**src/rtl/riscv_mc_ctrl.sv**
```systemverilog
// riscv_mc_ctrl: multicycle RISC-V control unit that issues ALU operations.
// Each instruction is stepped through fetch / decode / execute / writeback
// states. Outputs are decoded from the state register, and from funct3,
// funct7b5, zero and mem_ready where a state needs them, so the async reset
// drops every enable at once.
//
// Ports:
//   clk, rst_n         clock (rising edge), asynchronous active-low reset
//   i_opcode[6:0]      instr[6:0] from the instruction register
//   i_funct3[2:0]      instr[14:12]
//   i_funct7b5         instr[30]
//   i_zero             ALU zero flag for the current cycle
//   i_mem_ready        memory has completed the current access
//   o_alu_inst         ALU operation (ADD 0000, SUB 0001, AND 0010, OR 0011)
//   o_alu_src_a        00 PC, 01 oldPC, 10 rs1
//   o_alu_src_b        00 rs2, 01 imm, 10 const 4
//   o_result_src       00 ALUOut, 01 read data, 10 ALU result direct
//   o_imm_src          00 I, 01 S, 10 B, 11 J (from opcode in every state)
//   o_adr_src          0 PC, 1 result
//   o_pc_write, o_ir_write, o_reg_write, o_mem_write   write enables
//   o_instr_retire     one-cycle pulse on an instruction's final cycle
//   o_illegal          sticky trap indicator (held until reset)
module riscv_mc_ctrl #(
    parameter int INSTR_WIDTH = 4
) (
    input  logic                   clk,
    input  logic                   rst_n,
    input  logic [6:0]             i_opcode,
    input  logic [2:0]             i_funct3,
    input  logic                   i_funct7b5,
    input  logic                   i_zero,
    input  logic                   i_mem_ready,
    output logic [INSTR_WIDTH-1:0] o_alu_inst,
    output logic [1:0]             o_alu_src_a,
    output logic [1:0]             o_alu_src_b,
    output logic [1:0]             o_result_src,
    output logic [1:0]             o_imm_src,
    output logic                   o_adr_src,
    output logic                   o_pc_write,
    output logic                   o_ir_write,
    output logic                   o_reg_write,
    output logic                   o_mem_write,
    output logic                   o_instr_retire,
    output logic                   o_illegal
);

    localparam logic [3:0] S_RST      = 4'd0;
    localparam logic [3:0] S_FETCH    = 4'd1;
    localparam logic [3:0] S_DECODE   = 4'd2;
    localparam logic [3:0] S_MEMADR   = 4'd3;
    localparam logic [3:0] S_MEMREAD  = 4'd4;
    localparam logic [3:0] S_MEMWB    = 4'd5;
    localparam logic [3:0] S_MEMWRITE = 4'd6;
    localparam logic [3:0] S_EXECR    = 4'd7;
    localparam logic [3:0] S_EXECI    = 4'd8;
    localparam logic [3:0] S_JAL      = 4'd9;
    localparam logic [3:0] S_ALUWB    = 4'd10;
    localparam logic [3:0] S_BEQ      = 4'd11;
    localparam logic [3:0] S_ILLEGAL  = 4'd12;

    localparam logic [6:0] OP_LW  = 7'b0000011;
    localparam logic [6:0] OP_SW  = 7'b0100011;
    localparam logic [6:0] OP_R   = 7'b0110011;
    localparam logic [6:0] OP_I   = 7'b0010011;
    localparam logic [6:0] OP_BEQ = 7'b1100011;
    localparam logic [6:0] OP_JAL = 7'b1101111;

    localparam logic [INSTR_WIDTH-1:0] ALU_ADD = INSTR_WIDTH'(4'b0000);
    localparam logic [INSTR_WIDTH-1:0] ALU_SUB = INSTR_WIDTH'(4'b0001);
    localparam logic [INSTR_WIDTH-1:0] ALU_AND = INSTR_WIDTH'(4'b0010);
    localparam logic [INSTR_WIDTH-1:0] ALU_OR  = INSTR_WIDTH'(4'b0011);

    logic [3:0] r_state;
    logic [3:0] w_next;
    logic       w_f3_ok;

    // Only ADD/SUB (000), OR (110) and AND (111) are implemented for R/I.
    assign w_f3_ok = (i_funct3 == 3'b000) || (i_funct3 == 3'b110) ||
                     (i_funct3 == 3'b111);

    // State register; reset returns to RST immediately, mid-instruction too.
    always_ff @(posedge clk or negedge rst_n) begin
        if (!rst_n) begin
            r_state <= S_RST;
        end else begin
            r_state <= w_next;
        end
    end

    // Next-state logic; unused encodings fall into the absorbing trap.
    always_comb begin
        w_next = S_ILLEGAL;
        case (r_state)
            S_RST:      w_next = S_FETCH;
            S_FETCH:    w_next = i_mem_ready ? S_DECODE : S_FETCH;
            S_DECODE: begin
                case (i_opcode)
                    OP_LW, OP_SW: w_next = S_MEMADR;
                    OP_R:         w_next = w_f3_ok ? S_EXECR : S_ILLEGAL;
                    OP_I:         w_next = w_f3_ok ? S_EXECI : S_ILLEGAL;
                    OP_BEQ:       w_next = (i_funct3 == 3'b000) ? S_BEQ : S_ILLEGAL;
                    OP_JAL:       w_next = S_JAL;
                    default:      w_next = S_ILLEGAL;
                endcase
            end
            S_MEMADR: begin
                // Opcode is re-checked so a corrupted IR cannot slip through.
                if (i_opcode == OP_LW) begin
                    w_next = S_MEMREAD;
                end else if (i_opcode == OP_SW) begin
                    w_next = S_MEMWRITE;
                end else begin
                    w_next = S_ILLEGAL;
                end
            end
            S_MEMREAD:  w_next = i_mem_ready ? S_MEMWB : S_MEMREAD;
            S_MEMWB:    w_next = S_FETCH;
            S_MEMWRITE: w_next = i_mem_ready ? S_FETCH : S_MEMWRITE;
            S_EXECR:    w_next = S_ALUWB;
            S_EXECI:    w_next = S_ALUWB;
            S_JAL:      w_next = S_ALUWB;
            S_ALUWB:    w_next = S_FETCH;
            S_BEQ:      w_next = S_FETCH;
            S_ILLEGAL:  w_next = S_ILLEGAL;
            default:    w_next = S_ILLEGAL;
        endcase
    end

    // Immediate format follows the opcode in every state.
    always_comb begin
        o_imm_src = 2'b00;
        case (i_opcode)
            OP_SW:   o_imm_src = 2'b01;
            OP_BEQ:  o_imm_src = 2'b10;
            OP_JAL:  o_imm_src = 2'b11;
            default: o_imm_src = 2'b00;
        endcase
    end

    // Per-state datapath controls; every field not set by a state stays 0.
    always_comb begin
        o_alu_inst     = ALU_ADD;
        o_alu_src_a    = 2'b00;
        o_alu_src_b    = 2'b00;
        o_result_src   = 2'b00;
        o_adr_src      = 1'b0;
        o_pc_write     = 1'b0;
        o_ir_write     = 1'b0;
        o_reg_write    = 1'b0;
        o_mem_write    = 1'b0;
        o_instr_retire = 1'b0;
        o_illegal      = 1'b0;
        case (r_state)
            S_FETCH: begin
                // PC+4 goes straight back to PC while the IR loads.
                o_alu_src_b  = 2'b10;
                o_result_src = 2'b10;
                o_ir_write   = i_mem_ready;
                o_pc_write   = i_mem_ready;
            end
            S_DECODE: begin
                // oldPC + imm: precomputed branch target lands in ALUOut.
                o_alu_src_a = 2'b01;
                o_alu_src_b = 2'b01;
            end
            S_MEMADR: begin
                o_alu_src_a = 2'b10;
                o_alu_src_b = 2'b01;
            end
            S_MEMREAD: begin
                o_adr_src = 1'b1;
            end
            S_MEMWB: begin
                o_result_src   = 2'b01;
                o_reg_write    = 1'b1;
                o_instr_retire = 1'b1;
            end
            S_MEMWRITE: begin
                o_adr_src      = 1'b1;
                o_mem_write    = 1'b1;
                o_instr_retire = i_mem_ready;
            end
            S_EXECR: begin
                o_alu_src_a = 2'b10;
                case (i_funct3)
                    3'b000:  o_alu_inst = i_funct7b5 ? ALU_SUB : ALU_ADD;
                    3'b111:  o_alu_inst = ALU_AND;
                    3'b110:  o_alu_inst = ALU_OR;
                    default: o_alu_inst = ALU_ADD;
                endcase
            end
            S_EXECI: begin
                // funct7b5 carries immediate bits here, so it never selects SUB.
                o_alu_src_a = 2'b10;
                o_alu_src_b = 2'b01;
                case (i_funct3)
                    3'b111:  o_alu_inst = ALU_AND;
                    3'b110:  o_alu_inst = ALU_OR;
                    default: o_alu_inst = ALU_ADD;
                endcase
            end
            S_JAL: begin
                // Return address oldPC+4 into ALUOut; jump target from ALUOut.
                o_alu_src_a = 2'b01;
                o_alu_src_b = 2'b10;
                o_pc_write  = 1'b1;
            end
            S_ALUWB: begin
                o_reg_write    = 1'b1;
                o_instr_retire = 1'b1;
            end
            S_BEQ: begin
                o_alu_src_a    = 2'b10;
                o_alu_inst     = ALU_SUB;
                o_pc_write     = i_zero;
                o_instr_retire = 1'b1;
            end
            S_ILLEGAL: begin
                o_illegal = 1'b1;
            end
            default: begin
                o_illegal = 1'b0;
            end
        endcase
    end

endmodule

```
**config.mk**
```make
export PLATFORM = sky130hd
export DESIGN_NAME = riscv_mc_ctrl
export DESIGN_NICKNAME = d
export VERILOG_FILES = /design/src/rtl/riscv_mc_ctrl.sv
export SDC_FILE = /design/constraint.sdc
export NUM_CORES = 1
export LEC_CHECK = 0
export BUFFER_PORTS_ARGS = -buffer_cell sky130_fd_sc_hd__buf_4
export CAP_MARGIN = 20
export CORE_MARGIN = 5
export CORE_UTILIZATION = 40
export CTS_BUF_LIST = sky130_fd_sc_hd__clkbuf_2
export DETAILED_ROUTE_END_ITERATION = 8
export PLACE_DENSITY = 0.73
export SYNTH_ARGS = -nofsm -noshare
export SYNTH_HDL_FRONTEND = slang
export SYNTH_SLANG_ARGS = --single-unit
```
**constraint.sdc**
```tcl
create_clock -name clk -period 3.5 [get_ports clk]
set_input_delay 0.175 -clock clk [delete_from_list [all_inputs] [get_ports clk]]
set_output_delay 0.175 -clock clk [all_outputs]
set_load 0.03 [all_outputs]
```
==> flow_summary.json <==
{
  "wl_um": 1850,
  "cts.clk_slew.worst_paths_ps": 50,
  "ios": 34,
  "finalNetCount": 144,
  "final-hold-violation-count": 0,
  "p_leak_nw": 0.406,
  "diodes": 0,
  "first_global_vias": 749,
  "antenna_found_initial": 0,
  "power_density_nw_per_um2": 137,
  "drt_iter0_drc": 22,
  "drc": 0,
  "dr.pass1.iters": 4,
  "cp_slowest_cell": "dfrtp_1",
  "largest_reg_flops": 4,
  "ys_types": 34,
  "drv_cap": 0,
  "synthesis.area_um2": 622,
  "vias": 797,
  "max_stage_delay_ps": 600,
  "ctsResizeCount": 0,
  "dpl.hpwl_um": 1510,
  "synth-edff-count": 0,
  "overflow": 0,
  "clk_latency_ps": 200,
  "dp_slack_ps": 1890,
  "cp.required_ps": 3320,
  "die_w_um": 49.4,
  "synthArstFlopShare_pct": 100,
  "dieArea_um2": 2440,
  "grt_setup_unrepaired": "false",
  "cts_max_level": 1,
  "top_regs": "r_state: 4 flops",
  "min_period_ps": 1860,
  "avgSynthCellArea_um2": 6.35,
  "criticalPathCategory": "reg2out",
  "die_y_um": 49.4,
  "grt_first_pass_wirelength_um": 3140,
  "areaGrowthSynthToFinish_pct": 39.8,
  "max_freq_mhz": 539,
  "core-area_um2": 1490,
  "cts_tree": "built",
  "crit_path_cell_trace": "inv_2, nor2_1, a21oi_1, o21ai_0, buf_4",
  "cts-buffers-inserted": 3,
  "largest-register": "r_state",
  "post_cts.repair.setup_buffers": 0,
  "finalMaxSlewViolations": 0,
  "via_per_inst": 5.57,
  "rows": 14,
  "grt_max_degree": 17,
  "wl_per_cell_um": 13.0,
  "yosysWarningCount": 0,
  "grtUsageTotal_pct": 15.8,
  "ys_ff_latch": 4,
  "drive_gt1_share_pct": 29.9,
  "start_kind": "flop",
  "crit_arrival_ps": 1680,
  "clock_skew_ps": 5.43,
  "setup_viol": 0,
  "fin_setup_tns_ps": 0,
  "min_path_type": "in2async",
  "fin_crit_sh_pct": 53.0,
  "cts_sinks": 4,
  "cp-end-kind": "output pin",
  "clock_path_buffers": 2,
  "ir_drop_mv": 0.132,
  "fillers": 155,
  "root_buffer": "clkbuf_2",
  "crit_fanout": 15,
  "synth-seq-area-share_pct": 16.1,
  "gp_congestion": 0.823,
  "io_buffers": 31,
  "layout_setup_ws_ps": 1640,
  "antenna_left": 0,
  "synth-main-ff-cell": "dfrtp_1",
  "status": "complete, no violations",
  "start_util_pct": 41.8,
  "synthCells": 98
}
==> per-stage QoR <==
| stage | power [W] | instance area, µm² | cells | hold slack [ps] | utilization (%) |
|---|---|---|---|---|---|
| detailed placement | 0.0000788 | 845 | 139 | -28.9 | 56.7 |
| floorplan | 0.0000621 | 626 | 99 | -121 | - |
| CTS | 0.000121 | 870 | 143 | 299 | 58.4 |
| finish | 0.000119 | 870 | 143 | 304 | 58.4 |
| global placement | 0.0000778 | 845 | 139 | -30.3 | 56.7 |
| global route | 0.000132 | 870 | 143 | 279 | 58.4 |
==> cell usage in the layout (no fill, tap or decap) <==
| cell | count |
|---|---|
| dlygate4sd3_1 | 1 |
| o21a_1 | 2 |
| a32o_1 | 1 |
| o21ai_0 | 6 |
| nand4bb_1 | 1 |
| a22o_1 | 1 |
| and3_1 | 2 |
| nand3_1 | 4 |
| buf_4 | 31 |
| xor2_1 | 1 |
| nor2_1 | 11 |
| nor3_1 | 7 |
| dfrtp_1 | 4 |
| conb_1 | 2 |
| or4b_4 | 1 |
| o211a_1 | 1 |
| a21o_1 | 2 |
| or3_1 | 1 |
| inv_2 | 1 |
| clkbuf_2 | 3 |
| nor4_1 | 1 |
| nand2_1 | 11 |
| nand2b_1 | 4 |
| nand3b_1 | 1 |
| o211ai_1 | 2 |
| nor2b_1 | 2 |
| a211oi_2 | 1 |
| a221oi_1 | 1 |
| o21bai_1 | 1 |
| inv_1 | 2 |
| nor2_2 | 1 |
| a21oi_1 | 14 |
| a211oi_1 | 1 |
| and2_1 | 1 |
| o221ai_1 | 1 |
==> layout make-up <==
type	instances	area (µm²)	area share, %
multi-input cells	85	480	55.3
repair buffers	32	243	27.9
flip-flops and latches	4	100	11.5
well taps	16	20.0	2.30
clock buffers	3	15.0	1.73
inverters	3	11.3	1.29
==> where the power goes <==
| part | switching (W) | leakage, nW | internal (W) |
|---|---|---|---|
| combinational | 0.0000165 | 0.348 | 0.0000160 |
| sequential | 0 | 0.0455 | 0.0000464 |
| clock | 0.0000173 | 0.0125 | 0.0000231 |
| total | 0.0000337 | 0.406 | 0.0000855 |
==> final timing paths <==
path / depth (start not counted) / slack [ps] / to / start
max: 5 / 1640 / o_instr_retire / r_state[1]
max reg2reg: 4 / 2070 / r_state[1] / r_state[1]
max in group asynchronous: 2 / 3090 / r_state[0] / rst_n
min reg2reg: 2 / 830 / r_state[3] / r_state[3]
min: 2 / 300 / r_state[2] / rst_n
min in group clk: 3 / 390 / r_state[1] / i_opcode[5]
==> critical path: cells and delay by family (launching register included) <==
kind            cells  cell delay, ps
flops               1             600
buf+inv             2             320
compound gates      2             300
simple gates        1             270
==> cells by family (layout without fill, tap and decap cells) <==
logic type	count (synthesis)	in the layout	synth area share, %
buffers and inverters	10	38	7.24
AOI/OAI and AO/OA	34	34	35.2
DFF	4	4	16.1
other	1	2	0.603
and+or+nand+nor	48	48	39.4
xor gates and xnor gates	1	1	1.41
==> Yosys cell counts, drive strengths merged, types with 2 or more instances <==
cell	number	share of area [%]
nand2	11	6.6
dfrtp	4	16
a21o	2	2.4
a211oi	2	3.2
a21oi	14	11
and3	2	2.0
o21a	2	2.4
nor2b	2	2.0
o211ai	2	2.4
o21ai	6	4.8
buf	2	2.4
nand2b	4	4.0
inv	3	1.8
nor3	7	5.6
nand3	4	3.2
clkbuf	5	3.0
nor2	12	7.6
==> timing repair <==
item                                   CTS  global route
endpoints found under the hold margin    4             0
setup endpoints to repair                0             0
hold buffers                             1             0
==> metal layers <==
| layer | vias up | global-route usage, % | wire [µm] | share of wire, % |
|---|---|---|---|---|
| met1 | 358 | 17.6 | 750 | 40 |
| met4 | 0 | 6.11 | 10 | 0.54 |
| met5 | - | 0 | 0 | 0 |
| li1 | 412 | - | - | - |
| met2 | 25 | 26.6 | 965 | 52 |
| met3 | 2 | 6.12 | 125 | 6.7 |
Note: power is estimated with default switching activity, not from simulation.
